==> src/rtl/pc_fetch_ctrl_pkg.sv <==
// Shared definitions for the IF-stage fetch controller.
//   fetch_state_e : FSM encoding (IDLE=0, REQ=1, WAIT=2, HOLD=3)
//   DEFAULT_*     : default parameter values for pc_fetch_ctrl
//   align_word    : clears the byte-offset bits of an address
package pc_fetch_ctrl_pkg;

  typedef enum logic [1:0] {
    StIdle = 2'd0,
    StReq  = 2'd1,
    StWait = 2'd2,
    StHold = 2'd3
  } fetch_state_e;

  localparam logic [31:0] DEFAULT_RESET_VECTOR = 32'h0000_0000;
  localparam int unsigned DEFAULT_INSTR_BYTES  = 4;
  localparam logic [31:0] DEFAULT_NOP_INSTR    = 32'h0000_0013;

  function automatic logic [31:0] align_word(input logic [31:0] addr);
    return {addr[31:2], 2'b00};
  endfunction

endpackage

==> src/rtl/pc_fetch_ctrl_if.sv <==
// Fetch-side bus bundle: instruction-memory request/response plus the
// valid/ready delivery channel into the IF/ID register.
//   imem_req_valid/addr/ready : one-outstanding fetch request
//   imem_rsp_valid/data       : returned instruction word
//   if_valid/pc/instr/ready   : instruction handed to decode
// master = fetch controller, slave = memory + IF/ID side.
interface pc_fetch_ctrl_if;

  logic        imem_req_valid;
  logic [31:0] imem_req_addr;
  logic        imem_req_ready;
  logic        imem_rsp_valid;
  logic [31:0] imem_rsp_data;
  logic        if_valid;
  logic [31:0] if_pc;
  logic [31:0] if_instr;
  logic        if_ready;

  modport master (
    output imem_req_valid,
    output imem_req_addr,
    input  imem_req_ready,
    input  imem_rsp_valid,
    input  imem_rsp_data,
    output if_valid,
    output if_pc,
    output if_instr,
    input  if_ready
  );

  modport slave (
    input  imem_req_valid,
    input  imem_req_addr,
    output imem_req_ready,
    output imem_rsp_valid,
    output imem_rsp_data,
    input  if_valid,
    input  if_pc,
    input  if_instr,
    output if_ready
  );

endinterface

==> src/rtl/pc_next_sel.sv <==
// Next-PC selection for the fetch controller (purely combinational).
//   trap_valid/trap_pc         : highest-priority redirect
//   redirect_valid/redirect_pc : branch/jump redirect
//   cur_pc                     : current architectural fetch PC
//   take                       : a redirect is being applied this cycle
//   next_pc                    : word-aligned target, or cur_pc + INSTR_BYTES
//   misaligned                 : selected target had non-zero byte offset
module pc_next_sel
  import pc_fetch_ctrl_pkg::*;
#(
  parameter int unsigned INSTR_BYTES = DEFAULT_INSTR_BYTES
) (
  input  logic        trap_valid,
  input  logic [31:0] trap_pc,
  input  logic        redirect_valid,
  input  logic [31:0] redirect_pc,
  input  logic [31:0] cur_pc,
  output logic        take,
  output logic [31:0] next_pc,
  output logic        misaligned
);

  logic [31:0] target;

  always_comb begin
    take       = trap_valid | redirect_valid;
    target     = trap_valid ? trap_pc : redirect_pc;
    misaligned = take && (target[1:0] != 2'b00);
    // Sequential increment wraps naturally at 2^32.
    next_pc    = take ? align_word(target) : (cur_pc + 32'(INSTR_BYTES));
  end

endmodule

==> src/rtl/pc_fetch_ctrl.sv <==
// IF-stage controller: owns the fetch PC, issues one outstanding imem request
// at a time, hands each instruction to IF/ID with valid/ready, and applies
// trap/branch redirects, discarding the response of any stale in-flight fetch.
//   clk, rst            : clock, synchronous active-low reset
//   redirect_valid/pc   : branch/jump redirect from EX
//   trap_valid/pc       : trap redirect (wins over redirect_valid)
//   misaligned_o        : one-cycle pulse when an applied target was unaligned
//   bus (master)        : imem request/response and IF/ID delivery channel
// All outputs are registered.
module pc_fetch_ctrl
  import pc_fetch_ctrl_pkg::*;
#(
  parameter logic [31:0] RESET_VECTOR = DEFAULT_RESET_VECTOR,
  parameter int unsigned INSTR_BYTES  = DEFAULT_INSTR_BYTES,
  parameter logic [31:0] NOP_INSTR    = DEFAULT_NOP_INSTR
) (
  input  logic                   clk,
  input  logic                   rst,
  input  logic                   redirect_valid,
  input  logic [31:0]            redirect_pc,
  input  logic                   trap_valid,
  input  logic [31:0]            trap_pc,
  output logic                   misaligned_o,
  pc_fetch_ctrl_if.master        bus
);

  fetch_state_e state;
  logic [31:0]  pc;
  logic [31:0]  fetch_pc;
  logic         drop;

  logic         take;
  logic [31:0]  next_pc;
  logic         mis;

  pc_next_sel #(
    .INSTR_BYTES (INSTR_BYTES)
  ) u_next_sel (
    .trap_valid     (trap_valid),
    .trap_pc        (trap_pc),
    .redirect_valid (redirect_valid),
    .redirect_pc    (redirect_pc),
    .cur_pc         (pc),
    .take           (take),
    .next_pc        (next_pc),
    .misaligned     (mis)
  );

  always_ff @(posedge clk) begin
    if (!rst) begin
      state              <= StIdle;
      pc                 <= RESET_VECTOR;
      fetch_pc           <= RESET_VECTOR;
      drop               <= 1'b0;
      bus.imem_req_valid <= 1'b0;
      bus.imem_req_addr  <= RESET_VECTOR;
      bus.if_valid       <= 1'b0;
      bus.if_pc          <= 32'h0;
      bus.if_instr       <= NOP_INSTR;
      misaligned_o       <= 1'b0;
    end else begin
      misaligned_o <= mis;

      unique case (state)
        StIdle: begin
          pc                 <= take ? next_pc : pc;
          bus.imem_req_addr  <= take ? next_pc : pc;
          bus.imem_req_valid <= 1'b1;
          state              <= StReq;
        end

        StReq: begin
          if (bus.imem_req_valid && bus.imem_req_ready) begin
            // The address on the bus is what memory will answer for; pc may
            // already hold a redirect target if drop is set.
            fetch_pc           <= bus.imem_req_addr;
            bus.imem_req_valid <= 1'b0;
            state              <= StWait;
            // With drop set, pc already holds the redirect target: keep it.
            if (take || !drop) begin
              pc <= next_pc;
            end
            if (take) begin
              drop <= 1'b1;
            end
          end else if (take) begin
            // Request stays on the bus unchanged; its answer will be thrown away.
            pc   <= next_pc;
            drop <= 1'b1;
          end
        end

        StWait: begin
          if (bus.imem_rsp_valid) begin
            if (drop || take) begin
              drop               <= 1'b0;
              pc                 <= take ? next_pc : pc;
              bus.imem_req_addr  <= take ? next_pc : pc;
              bus.imem_req_valid <= 1'b1;
              state              <= StReq;
            end else begin
              bus.if_valid <= 1'b1;
              bus.if_pc    <= fetch_pc;
              bus.if_instr <= bus.imem_rsp_data;
              state        <= StHold;
            end
          end else if (take) begin
            pc   <= next_pc;
            drop <= 1'b1;
          end
        end

        StHold: begin
          if (take) begin
            // IF/ID flushes itself on redirect, so a coincident if_ready is moot.
            bus.if_valid       <= 1'b0;
            bus.if_instr       <= NOP_INSTR;
            pc                 <= next_pc;
            bus.imem_req_addr  <= next_pc;
            bus.imem_req_valid <= 1'b1;
            state              <= StReq;
          end else if (bus.if_valid && bus.if_ready) begin
            bus.if_valid       <= 1'b0;
            bus.imem_req_addr  <= pc;
            bus.imem_req_valid <= 1'b1;
            state              <= StReq;
          end
        end

        default: state <= StIdle;
      endcase
    end
  end

endmodule
==> src/flat_wrapper.sv <==
// flat-port wrapper written by rule: the top's interface ports become plain ports
module pc_fetch_ctrl_flat import pc_fetch_ctrl_pkg::*;
#(
  parameter logic [31:0] RESET_VECTOR = DEFAULT_RESET_VECTOR,
  parameter int unsigned INSTR_BYTES  = DEFAULT_INSTR_BYTES,
  parameter logic [31:0] NOP_INSTR    = DEFAULT_NOP_INSTR
)
  (clk, rst, redirect_valid, redirect_pc, trap_valid, trap_pc, misaligned_o, bus_imem_req_valid, bus_imem_req_addr, bus_imem_req_ready, bus_imem_rsp_valid, bus_imem_rsp_data, bus_if_valid, bus_if_pc, bus_if_instr, bus_if_ready);
  pc_fetch_ctrl_if bus_i ();
  input  logic clk;
  input  logic rst;
  input  logic redirect_valid;
  input  logic [31:0] redirect_pc;
  input  logic trap_valid;
  input  logic [31:0] trap_pc;
  output logic misaligned_o;
  output wire logic [$bits(bus_i.imem_req_valid)-1:0] bus_imem_req_valid;
  output wire logic [$bits(bus_i.imem_req_addr)-1:0] bus_imem_req_addr;
  input wire logic [$bits(bus_i.imem_req_ready)-1:0] bus_imem_req_ready;
  input wire logic [$bits(bus_i.imem_rsp_valid)-1:0] bus_imem_rsp_valid;
  input wire logic [$bits(bus_i.imem_rsp_data)-1:0] bus_imem_rsp_data;
  output wire logic [$bits(bus_i.if_valid)-1:0] bus_if_valid;
  output wire logic [$bits(bus_i.if_pc)-1:0] bus_if_pc;
  output wire logic [$bits(bus_i.if_instr)-1:0] bus_if_instr;
  input wire logic [$bits(bus_i.if_ready)-1:0] bus_if_ready;
  assign bus_imem_req_valid = bus_i.imem_req_valid;
  assign bus_imem_req_addr = bus_i.imem_req_addr;
  assign bus_i.imem_req_ready = bus_imem_req_ready;
  assign bus_i.imem_rsp_valid = bus_imem_rsp_valid;
  assign bus_i.imem_rsp_data = bus_imem_rsp_data;
  assign bus_if_valid = bus_i.if_valid;
  assign bus_if_pc = bus_i.if_pc;
  assign bus_if_instr = bus_i.if_instr;
  assign bus_i.if_ready = bus_if_ready;
  pc_fetch_ctrl #(.RESET_VECTOR(RESET_VECTOR), .INSTR_BYTES(INSTR_BYTES), .NOP_INSTR(NOP_INSTR)) u_core (.clk(clk), .rst(rst), .redirect_valid(redirect_valid), .redirect_pc(redirect_pc), .trap_valid(trap_valid), .trap_pc(trap_pc), .misaligned_o(misaligned_o), .bus(bus_i));
endmodule
==> config.mk <==
export PLATFORM = sky130hd
export DESIGN_NAME = pc_fetch_ctrl_flat
export DESIGN_NICKNAME = d
export VERILOG_FILES = /design/src/rtl/pc_fetch_ctrl_pkg.sv /design/src/rtl/pc_fetch_ctrl_if.sv /design/src/rtl/pc_next_sel.sv /design/src/rtl/pc_fetch_ctrl.sv /design/src/flat_wrapper.sv
export SDC_FILE = /design/constraint.sdc
export NUM_CORES = 1
export LEC_CHECK = 0
export CORE_ASPECT_RATIO = 1.2
export CORE_MARGIN = 4
export CORE_UTILIZATION = 40
export CTS_CLUSTER_SIZE = 30
export DETAILED_ROUTE_END_ITERATION = 10
export GPL_TIMING_DRIVEN = 0
export MAX_ROUTING_LAYER = met4
export PLACE_DENSITY = 0.68
export SYNTH_ARGS = -nofsm -noshare
export SYNTH_HDL_FRONTEND = slang
export SYNTH_SLANG_ARGS = --single-unit
==> constraint.sdc <==
create_clock -name clk -period 5.2 [get_ports clk]
set_input_delay 0.78 -clock clk [delete_from_list [all_inputs] [get_ports clk]]
set_output_delay 0.78 -clock clk [all_outputs]
set_load 0.03 [all_outputs]
== Yosys cells after proc, flatten, opt, wreduce, memory -nomap -nowiden ==
Cells that the tools add are included.
W data, S select, Z words.

* Output and inout port bits: 99
* Input bits: 103
* Register bits after elaboration: 166

* Add/sub/neg operators: 1
* Muxes and demuxes: 37
* Bitwise gates (word level): 2
* Reduce and logical (&&, ||, !) cells: 21
* Equal/unequal tests: 11

{| class="wikitable"
|+ Operators by type and width
! kind !! count
|-
| $mux W32 || 13
|-
| $pmux W32 S3 || 2
|-
| $pmux W32 S2 || 1
|-
| $add A32 B3 Y32 const B || 1
|-
| $reduce_and A4 Y1 || 4
|-
| $mux W1 || 12
|-
| $mux W2 || 5
|-
| $pmux W2 S4 || 1
|-
| $ne A2 B1 Y1 const B || 3
|-
| $reduce_and A2 Y1 || 3
|-
| $reduce_and A3 Y1 || 2
|-
| $reduce_bool A2 Y1 || 3
|-
| $eq A2 B2 Y1 const B || 2
|-
| $ne A2 B2 Y1 const B || 2
|-
| $pmux W1 S2 || 2
|-
| $pmux W1 S4 || 1
|-
| $logic_and A1 B1 Y1 || 3
|-
| $ne A3 B1 Y1 const B || 1
|-
| $ne A3 B2 Y1 const B || 1
|-
| $ne A3 B3 Y1 const B || 1
|-
| $reduce_bool A3 Y1 || 1
|-
| $eq A2 B1 Y1 const B || 1
|-
| $logic_not A2 Y1 || 1
|-
| $logic_or A1 B1 Y1 || 2
|-
| 4 further kinds || 4
|}

== Depth between registers and ports, before layout ==
Gate-level depths: netlist of the first run.

* Word-level depth: 6
* Mapped depth: 9

== By module ==
A second synthesis of the first run with hierarchy kept.

* Cells, all modules: 991
* Area, all modules: 8,269.2 um^2

{| class="wikitable"
|+ Modules (own cells, without submodules)
! module !! area each (um^2) !! cells an instance !! sequential area each (um^2) !! instances
|-
| pc_fetch_ctrl || 7,075.5 || 798 || 3,323.2 || 1
|-
| pc_next_sel || 1,193.6 || 193 || 0.0 || 1
|}

== Least setup slack after synthesis of the first run ==
No wires, ideal clock.

* Path type: input to register
* Start point: input port redirect_valid
* End point: register u_core.pc[21]
* Arrival time: 2.190 ns
* Data required time: 5.126 ns
* Path buffers: 3
* Slack: 2.936 ns
* Setup time: 0.074 ns
* Stages on the path: 7
* Path through: buf_2 or2_1 clkbuf_1 clkbuf_1 a211o_1 or3_1 a31oi_1

* Longest elaborated chain between the ends: 6
* Elaborated cells on any way between the ends: 13
* Those cells by class: eq/ne: 2; mux: 7; bitwise: 1; reduce/logical: 3

{| class="wikitable"
|+ Ends and longest elaborated chain
! element !! line !! text
|-
| start: declaration || flat_wrapper.sv:12 || <nowiki>input logic redirect_valid;</nowiki>
|-
| $or A1 B1 Y1 (*) || pc_next_sel.sv:26 || <nowiki>take = trap_valid | redirect_valid;</nowiki>
|-
| $mux W32 || pc_next_sel.sv:30 || <nowiki>next_pc = take ? align_word(target) : (cur_pc + 32'(INSTR_BYTES));</nowiki>
|-
| $mux W32 || - ||
|-
| $mux W32 || pc_fetch_ctrl.sv:95 || <nowiki>if (drop || take) begin</nowiki>
|-
| $mux W32 || pc_fetch_ctrl.sv:94 || <nowiki>if (bus.imem_rsp_valid) begin</nowiki>
|-
| $pmux W32 S3 || pc_fetch_ctrl.sv:64 || <nowiki>unique case (state)</nowiki>
|-
| end signal: assignment || pc_fetch_ctrl.sv:66 || <nowiki>pc <= take ? next_pc : pc;</nowiki>
|-
| end signal: assignment || pc_fetch_ctrl.sv:97 || <nowiki>pc <= take ? next_pc : pc;</nowiki>
|-
| end signal: assignment || pc_fetch_ctrl.sv:108 || <nowiki>pc <= next_pc;</nowiki>
|-
| end: declaration || pc_fetch_ctrl.sv:28 || <nowiki>logic [31:0] pc;</nowiki>
|}

Mark *: on every way between the ends. The rest lies on a longest branch, timed or not. The select of a mux whose other input is x is not followed.
A chain may end at the register's enable or synchronous reset.

== Final worst setup path of the first run ==
* Start point: input port trap_valid
* End point: register u_core.pc[20]

* Longest elaborated chain between the ends: 6
* Elaborated cells on any way between the ends: 14
* Those cells by class: eq/ne: 2; mux: 8; bitwise: 1; reduce/logical: 3

{| class="wikitable"
|+ Ends and longest elaborated chain
! element !! line !! text
|-
| start: declaration || flat_wrapper.sv:14 || <nowiki>input logic trap_valid;</nowiki>
|-
| $mux W32 / $or A1 B1 Y1 (equally long branches) || pc_next_sel.sv:27, pc_next_sel.sv:26 ||
|-
| $mux W32 || pc_next_sel.sv:30 ||
|-
| $mux W32 || - ||
|-
| $mux W32 || pc_fetch_ctrl.sv:95 ||
|-
| $mux W32 || pc_fetch_ctrl.sv:94 ||
|-
| $pmux W32 S3 || pc_fetch_ctrl.sv:64 ||
|}

Parallel ways exist; a longest one is shown, timed or not. The select of a mux whose other input is x is not followed.

==> impl_metrics.py, run 1 <==
metrics = {
    "pwr": {
        "share_comb_of_total_power": 0.211,
        "power_mw": 3.504,
        "p_leak_nw": 3.706,
        "sequentialPowerShare": 0.411,
        "p_int_mw": 2.414,
        "switching_share": 0.3112,
        "powerDensity_mw_per_mm2": 327.9,
        "clock_power_share": 0.378,
        "vdd_drop_max_mv": 0.2829,
        "power_switching_mw": 1.091,
    },
    "grt": {
        "grt_usage": 0.2593,
        "antenna_found_initial": 0,
        "groute.layer.met1.usage": 0.3180,
        "use_met3": 0.03759,
        "grt_max_degree": 17,
        "grt_overflow_total": 0,
        "grt_pass1_wl_um": 42990,
        "use_met2": 0.4327,
        "top_usage_layer": "met2",
        "grt_pass1_vias": 7751,
    },
    "route": {
        "drt_iter0_markers": 716,
        "ant_nets": 0,
        "wl_um": 28090,
        "vias": 8185,
        "routed_via_density": 5.424,
        "wl_per_cell_um": 18.61,
        "drc": 0,
        "drt-pass1-iter-count": 8,
    },
    "timing": {
        "hold_ws_ns": 0.4494,
        "period_share": 0.5765,
        "setup-violations-final": 0,
        "setup_tns_ns": 0,
        "rsz0062_at_grt": "false",
        "hold_viol": 0,
        "worst_pin_slew_ns": 0.7971,
        "setup_slack_ns": 2.202,
        "post-route-min-period_ns": 2.998,
        "maxSlewHeadroom": 0.4662,
        "drv_slew": 0,
        "max_freq_mhz": 333.6,
        "skew_ns": 0.01129,
    },
    "placed_design": {
        "hpwl_um": 21430,
        "numPortBuffers": 199,
        "place_area_sq_mm": 0.01008,
        "finalWeightedCongestion": 0.9830,
        "placed_cells": 1478,
        "dpl_worst_slack_ns": 1.851,
    },
    "logic_synthesis": {
        "synth-edff-count": 0,
        "synth.top_cell.area_share": 0.4279,
        "ys_ff_latch": 166,
        "synthTopCellsByArea": "dfxtp_1 (43%), nand2_1 (12%), a21oi_1 (11%)",
        "yosys.cell_types.count": 70,
        "ys_seq_area_frac": 0.4279,
        "postSynthAreaPerCell_sq_um": 7.592,
        "yosysMostFrequentCell": "nand2_1",
        "yosys.area.top_type": "dfxtp_1",
        "synthCells": 1023,
        "syn_nets": 1131,
        "ys.warnings.count": 0,
        "synth_top_flop_cell": "dfxtp_1",
        "synthesis.area_sq_mm": 0.007766,
        "synthTopCellsByCount": "nand2_1 (252), dfxtp_1 (166), a21oi_1 (164)",
        "synthArstFlopShare": 0,
    },
    "critical_path": {
        "cp_data_arrival_time_ns": 3.35,
        "cp.required_ns": 5.55,
        "startpoint_type": "input pin",
        "crit_path_max_fanout": 10,
        "crit_path_end_kind": "register",
        "path_class": "input pin to register",
        "reg2reg_slack_ns": 2.33,
    },
    "layout": {
        "final_core_util": 0.5627,
        "fin_nets": 1349,
        "area_growth_pct": 37.62,
        "layoutNonFillerInstCount": 1509,
        "diodes": 0,
        "finalInstanceArea_sq_mm": 0.01069,
        "drive_above_1_share": 0.05347,
    },
    "cts": {
        "cts_setup_buffers": 0,
        "clk_pin_slew_worst_paths_ns": 0.07,
        "cts_sinks": 166,
        "cts_hold_buf": 0,
        "cts_made_buffers": 17,
        "clkLatencyLatePin_ns": 0.43,
        "post_cts_resized": 0,
        "cts_root_buffer": "clkbuf_16",
        "cts_tree": "yes",
        "clk_path_buf_depth": 2,
        "htreeDepth": 4,
    },
    "worst_hold_path": {
        "hold_path.class": "register to register",
    },
    "job": {
        "cap_violations": 0,
    },
    "floorplanning": {
        "coreArea_sq_mm": 0.01899,
        "io_pins": 202,
        "die_w_um": 135.2,
        "start_util": 0.4089,
        "dieArea_sq_mm": 0.02172,
        "die_h_um": 160.6,
        "rows": 55,
    },
    "status": {
        "status": "finished clean",
    },
}
cell families (layout without fill, tap and decap cells):
kind of cell,Yosys count,after routing,share of synthesized area
buffers and inverters,99,329,0.05220
flip-flops,166,166,0.4279
AO/OA/AOI/OAI,313,313,0.2383
XOR/XNOR,3,3,0.003384
AND/OR/NAND/NOR,430,430,0.2612
multiplexers,7,7,0.009022
adder cells (fa/ha/maj),5,5,0.008055
sequential cells by signal, summed over array words and instances, names as in the netlist:
name                       cells
u_core.bus.if_instr           32
u_core.bus.if_pc              32
u_core.bus.if_valid            1
u_core.bus.imem_req_addr      32
u_core.bus.imem_req_valid      1
u_core.drop                    1
u_core.fetch_pc               32
u_core.misaligned_o            1
u_core.pc                     32
u_core.state                   2
power groups by stage:
stage	combinational (mW)	clock [mW]	sequential, mW
after floorplan	0.325	0	1.53
after global placement	0.728	0	1.46
after detailed placement	0.733	0	1.47
after CTS	0.736	1.34	1.44
after global routing	0.795	1.40	1.45
final	0.740	1.32	1.44
critical path: stages:
cell	delay (ns)
clkdlybuf4s50_1	0.53
clkbuf_1	0.36
clkbuf_1	0.41
buf_1	0.54
nand2_1	0.15
o21ai_0	0.25
o21ai_0	0.14
a31oi_1	0.17
cell usage in the layout, fill, tap and decap left out, types with 5 or more instances in the layout:
cell type and n:
a211oi_1 12, a21boi_0 6, a21o_1 5, a21oi_1 164
a31oi_1 13, and3_1 8, buf_1 7, buf_2 21
clkbuf_1 54, clkbuf_16 17, clkdlybuf4s50_1 199, dfxtp_1 166
ha_1 5, inv_1 13, mux2i_1 7, nand2_1 252
nand2b_1 5, nand3_1 21, nand3b_1 32, nand4_1 13
nor2_1 43, nor2b_1 6, nor3_1 17, nor4_1 8
o211ai_1 7, o21ai_0 55, o221ai_1 8, o31a_1 5
per-layer routing:
layer  up-vias  share of wire
met1      3758           0.42
met5         -              0
met4         0          0.033
li1       4029              -
met3        63          0.061
met2       335           0.49
final timing paths:
| kind | from | end | cells past startpoint |
|---|---|---|---|
| setup / recovery | trap_valid | u_core.pc[20]$_SDFFE_PN0P_ | 8 |
| hold / removal | u_core.bus.if_instr[10]$_SDFFE_PN0P_ | u_core.bus.if_instr[10]$_SDFFE_PN0P_ | 2 |
| setup reg to reg | u_core.state[0]$_SDFFE_PN0P_ | u_core.pc[9]$_SDFFE_PN0P_ | 9 |
| hold reg to reg | u_core.bus.if_instr[10]$_SDFFE_PN0P_ | u_core.bus.if_instr[10]$_SDFFE_PN0P_ | 2 |
cell type report:
cell class	count	area [sq um]
fill	1881	8305
clock inverter	13	170.2
inverter	15	56.30
tap	256	320.3
buffer	84	349.1
sequential	166	3323
multi-input combinational	758	4038
clock buffer	18	439.2
timing repair buffer	199	1992
No activity file was read; power rests on OpenSTA's default activity.
==> run 2: changes to the inputs <==
Settings changed: PLACE_DENSITY 0.68 to 0.7.
Clock period 5.2 ns to 2.6 ns, I/O delays scaled along.
==> impl_metrics.py, run 2 (synthesis gave the netlist of run 1 again) <==
metrics = {
    "pwr": {
        "sequentialPowerShare": 0.412,
        "powerDensity_mw_per_mm2": 652.0,
        "clock_power_share": 0.375,
        "p_int_mw": 4.777,
        "p_leak_nw": 3.732,
        "share_comb_of_total_power": 0.213,
        "vdd_drop_max_mv": 0.4296,
        "power_switching_mw": 2.210,
        "switching_share": 0.3163,
    },
    "timing": {
        "maxSlewHeadroom": 0.4944,
        "worst_pin_slew_ns": 0.7549,
        "rsz0062_at_grt": "true",
        "period_share": 0.9587,
        "setup_tns_ns": 0,
        "setup-violations-final": 0,
        "hold_viol": 0,
        "post-route-min-period_ns": 2.493,
        "max_freq_mhz": 401.2,
        "skew_ns": 0.01103,
        "drv_slew": 0,
    },
    "cts": {
        "cts_made_buffers": 17,
        "cts_sinks": 166,
        "clk_pin_slew_worst_paths_ns": 0.07,
        "clk_path_buf_depth": 2,
        "cts_root_buffer": "clkbuf_16",
        "cts_tree": "yes",
        "clkLatencyLatePin_ns": 0.43,
        "cts_hold_buf": 0,
        "htreeDepth": 4,
    },
    "job": {
        "cap_violations": 0,
    },
    "worst_hold_path": {
        "hold_path.class": "register to register",
    },
    "critical_path": {
        "cp_data_arrival_time_ns": 2.78,
        "cp.required_ns": 2.88,
        "path_class": "input pin to register",
        "crit_path_end_kind": "register",
        "startpoint_type": "input pin",
        "crit_path_max_fanout": 10,
    },
    "grt": {
        "grt_pass1_vias": 7691,
        "grt_overflow_total": 0,
        "antenna_found_initial": 0,
        "grt_max_degree": 17,
        "grt_pass1_wl_um": 43150,
        "grt_usage": 0.2612,
    },
    "floorplanning": {
        "dieArea_sq_mm": 0.02172,
        "coreArea_sq_mm": 0.01899,
        "die_h_um": 160.6,
        "die_w_um": 135.2,
        "io_pins": 202,
        "rows": 55,
        "start_util": 0.4089,
    },
    "layout": {
        "layout.cells.most_common_list": "nand2_1 (252), clkdlybuf4s50_1 (199), dfxtp_1 (166)",
        "drive_above_1_share": 0.06380,
        "area_growth_pct": 37.99,
        "fin_nets": 1349,
        "diodes": 0,
        "nFillCells": 1867,
        "final_common_cell": "nand2_1",
        "final_core_util": 0.5642,
    },
    "placed_design": {
        "numPortBuffers": 199,
        "hpwl_um": 21670,
        "finalWeightedCongestion": 1.012,
    },
    "route": {
        "vias": 8116,
        "drt-pass1-iter-count": 5,
        "ant_nets": 0,
        "drt_iter0_markers": 708,
        "routed_via_density": 5.375,
        "drc": 0,
        "wl_per_cell_um": 18.75,
        "wl_um": 28320,
    },
    "status": {
        "status": "finished clean",
    },
}
## run 2: cell types whose count changed in the layout (fill, tap and decap cells not counted), moves of 2 or more
| cell | change |
|---|---|
| clkinv_2 | -3 |
| clkbuf_1 | -9 |
| clkbuf_2 | +11 |
| buf_1 | -2 |
| clkinv_4 | +3 |
## run 2: final timing paths
kind | from | depth (start not counted) | end | slack (ns)
setup reg to reg | u_core.state[0]$_SDFFE_PN0P_ | 8 | u_core.pc[3]$_SDFFE_PN0P_ | 0.14
setup / recovery | trap_valid | 8 | u_core.bus.imem_req_addr[24]$_SDFFE_PN0P_ | 0.11
hold / removal | u_core.fetch_pc[8]$_SDFFE_PN0P_ | 2 | u_core.bus.if_pc[8]$_SDFFE_PN0P_ | 0.45
hold reg to reg | u_core.fetch_pc[8]$_SDFFE_PN0P_ | 2 | u_core.bus.if_pc[8]$_SDFFE_PN0P_ | 0.45
## run 2: per-layer routing
| metal | global-route usage | up-vias | share of wire |
|---|---|---|---|
| met4 | 0.09028 | 0 | 0.023 |
| li1 | - | 4045 | - |
| met3 | 0.03352 | 43 | 0.050 |
| met5 | - | - | 0 |
| met2 | 0.4463 | 279 | 0.50 |
| met1 | 0.3163 | 3749 | 0.43 |
## run 2: area by class of cell
cell class	instances	area, sq um	area share
plain buffers	84	362.8	0.03386
clock buffers	19	452.9	0.04227
clock inverters	13	161.4	0.01506
inverters	15	56.30	0.005254
multi-input cells	758	4048	0.3777
flip-flops and latches	166	3323	0.3101
well taps	256	320.3	0.02989
repair buffers	199	1992	0.1859
## run 2: metrics by stage
stage | hold slack (ns) | power, mW | cells | worst slack (ns) | cell area [sq um]
2_1_floorplan | 0.4322 | 3.716 | 1023 | 0.6062 | 7766
3_3_place_gp | 0.4386 | 4.388 | 1478 | -0.4016 | 10080
3_5_place_dp | 0.4424 | 4.402 | 1478 | -0.3759 | 10080
4_1_cts | 0.4463 | 7.006 | 1510 | 0.04953 | 10700
5_1_grt | 0.4658 | 7.267 | 1510 | -0.02092 | 10720
6_report | 0.4471 | 6.987 | 1510 | 0.1073 | 10720
## run 2: what timing repair did
item                       CTS  global route
resized for setup            2            18
setup endpoints to repair    5            62
pin swaps                    0             1
buffers inserted             0             0
## run 2: power groups by stage
stage               clock [mW]  combinational [mW]  sequential (mW)
floorplan                    0               0.650             3.07
global placement             0                1.46             2.93
detailed placement           0                1.47             2.93
CTS                       2.65                1.48             2.87
global route              2.78                1.59             2.90
finish                    2.62                1.49             2.88
## run 2: worst max-delay path: stages
cell             delay, ns
clkdlybuf4s50_1       0.53
or2_1                 0.12
clkbuf_1              0.24
clkbuf_1              0.55
clkbuf_1              0.55
nor2_1                0.12
nor3_1                0.20
nor3_1                0.07
==> run 3: changes to the inputs <==
Settings changed: CORE_ASPECT_RATIO 1.2 to 1.75, TNS_END_PERCENT from default to 50.
==> impl_metrics.py, run 3 (synthesis gave the netlist of run 1 again) <==
metrics = {
    "timing": {
        "rsz0062_at_grt": "true",
        "skew_ns": 0.009942,
        "drv_slew": 0,
        "max_freq_mhz": 397.7,
        "maxSlewHeadroom": 0.4399,
        "hold_viol": 0,
        "worst_pin_slew_ns": 0.8363,
        "period_share": 0.9670,
        "setup-violations-final": 0,
        "post-route-min-period_ns": 2.514,
    },
    "critical_path": {
        "slowest_delay_ns": 0.51,
        "crit_chain": "inv_1 -> ha_1 -> clkbuf_1 -> nand3b_1 -> o22ai_4 -> buf_2 -> nor2_1 -> a211oi_1",
        "cp_data_arrival_time_ns": 2.86,
        "cp_slowest_cell": "o22ai_4",
        "r2r-start": "u_core.state[0]$_SDFFE_PN0P_",
        "cp-startpoint": "u_core.state[0]$_SDFFE_PN0P_",
        "cp.required_ns": 2.94,
        "crit_path_max_fanout": 10,
        "crit_path_end_kind": "register",
        "path_class": "register to register",
        "cp_num_buf_inv": 3,
        "startpoint_type": "register",
        "reg2reg_slack_ns": 0.09,
        "crit_family": "buffers and inverters",
    },
    "cts": {
        "cts_tree": "yes",
        "htreeDepth": 4,
        "cts_setup_buffers": 0,
        "cts_sinks": 166,
        "cts_made_buffers": 17,
        "clk_pin_slew_worst_paths_ns": 0.07,
        "clkLatencyLatePin_ns": 0.43,
        "cts_root_buffer": "clkbuf_16",
        "clk_path_buf_depth": 2,
        "cts_hold_buf": 0,
    },
    "grt": {
        "grt_pass1_vias": 8218,
        "grt_max_degree": 17,
        "grt_overflow_total": 0,
        "grt_usage": 0.2762,
        "grt_pass1_wl_um": 45100,
        "antenna_found_initial": 0,
    },
    "placed_design": {
        "place_area_sq_mm": 0.01006,
        "placed_cells": 1463,
        "finalWeightedCongestion": 1.032,
        "numPortBuffers": 199,
        "hpwl_um": 23820,
    },
    "layout": {
        "layoutNonFillerInstCount": 1495,
        "area_growth_pct": 37.54,
        "finalInstanceArea_sq_mm": 0.01068,
        "nFillCells": 1849,
        "fin_nets": 1349,
        "layout.cells.most_common_list": "nand2_1 (252), clkdlybuf4s50_1 (199), dfxtp_1 (166)",
        "seqCellArea_sq_mm": 0.003323,
        "multiInputGateArea_sq_mm": 0.004048,
        "final_common_cell": "nand2_1",
        "drive_above_1_share": 0.06220,
        "diodes": 0,
    },
    "route": {
        "drc": 0,
        "routed_via_density": 5.618,
        "drt-pass1-iter-count": 5,
        "ant_nets": 0,
        "wl_per_cell_um": 20.01,
        "vias": 8399,
        "drt_iter0_markers": 439,
        "wl_um": 29920,
    },
    "floorplanning": {
        "start_util": 0.4063,
        "rows": 67,
        "io_pins": 202,
        "dieArea_sq_mm": 0.02180,
        "die_h_um": 192.3,
        "die_w_um": 113.3,
        "coreArea_sq_mm": 0.01911,
    },
    "pwr": {
        "vdd_drop_max_mv": 0.4447,
        "power_mw": 6.963,
        "powerDensity_mw_per_mm2": 651.8,
        "p_leak_nw": 3.725,
    },
    "worst_hold_path": {
        "hp-start": "u_core.bus.if_instr[10]$_SDFFE_PN0P_",
        "hold_path.class": "register to register",
    },
    "status": {
        "status": "finished clean",
    },
    "job": {
        "cap_violations": 0,
    },
}
## run 3: metal layers
layer	part of all wire	up-vias	track usage	wire, um
met5	0	-	-	0
met2	0.53	322	0.5064	15900
met3	0.046	106	0.04236	1381
met1	0.35	3923	0.2636	10590
met4	0.069	0	0.1842	2050
li1	-	4048	-	-
## run 3: layout make-up
class | count | share of cell area
Buffer | 84 | 0.03374
Clock buffer | 18 | 0.04112
Clock inverter | 14 | 0.01511
Inverter | 15 | 0.005271
Multi-Input combinational cell | 758 | 0.3789
Sequential cell | 166 | 0.3111
Tap cell | 241 | 0.02823
Timing Repair Buffer | 199 | 0.1865
## run 3: tightest hold or removal path, stage by stage (launching register included)
cell and delay, ns:
dfxtp_1 0.31, nand2_1 0.05, a21oi_1 0.05
## run 3: path summary, 6_finish.rpt
check	to	cells past startpoint
max reg2reg	u_core.pc[3]$_SDFFE_PN0P_	8
min	u_core.bus.if_instr[10]$_SDFFE_PN0P_	2
max	u_core.pc[3]$_SDFFE_PN0P_	8
min reg2reg	u_core.bus.if_instr[10]$_SDFFE_PN0P_	2
## run 3: stage by stage
step | util | setup slack [ns] | setup TNS (ns) | hold slack (ns)
after global routing | 0.5589 | -0.03669 | -0.03669 | 0.4642
after CTS | 0.5579 | 0.0008054 | 0 | 0.4533
after detailed placement | 0.5263 | -0.5851 | -30.12 | 0.4421
after global placement | 0.5263 | -0.5650 | -30.55 | 0.4379
final | 0.5589 | 0.08579 | 0 | 0.4508
after floorplan | - | 0.6062 | 0 | 0.4322
## run 3: timing repair
item	4_1_cts	5_1_grt
resized for setup	3	15
gates cloned	0	0
hold endpoints to repair	0	0
pin swaps	0	1
endpoints found under the setup margin	19	81
## run 3: report_power, final
part	switching [mW]	internal, mW	total, mW
Combinational	0.925	0.572	1.50
Sequential	0.176	2.71	2.88
Clock	1.12	1.47	2.58
Total	2.22	4.74	6.96
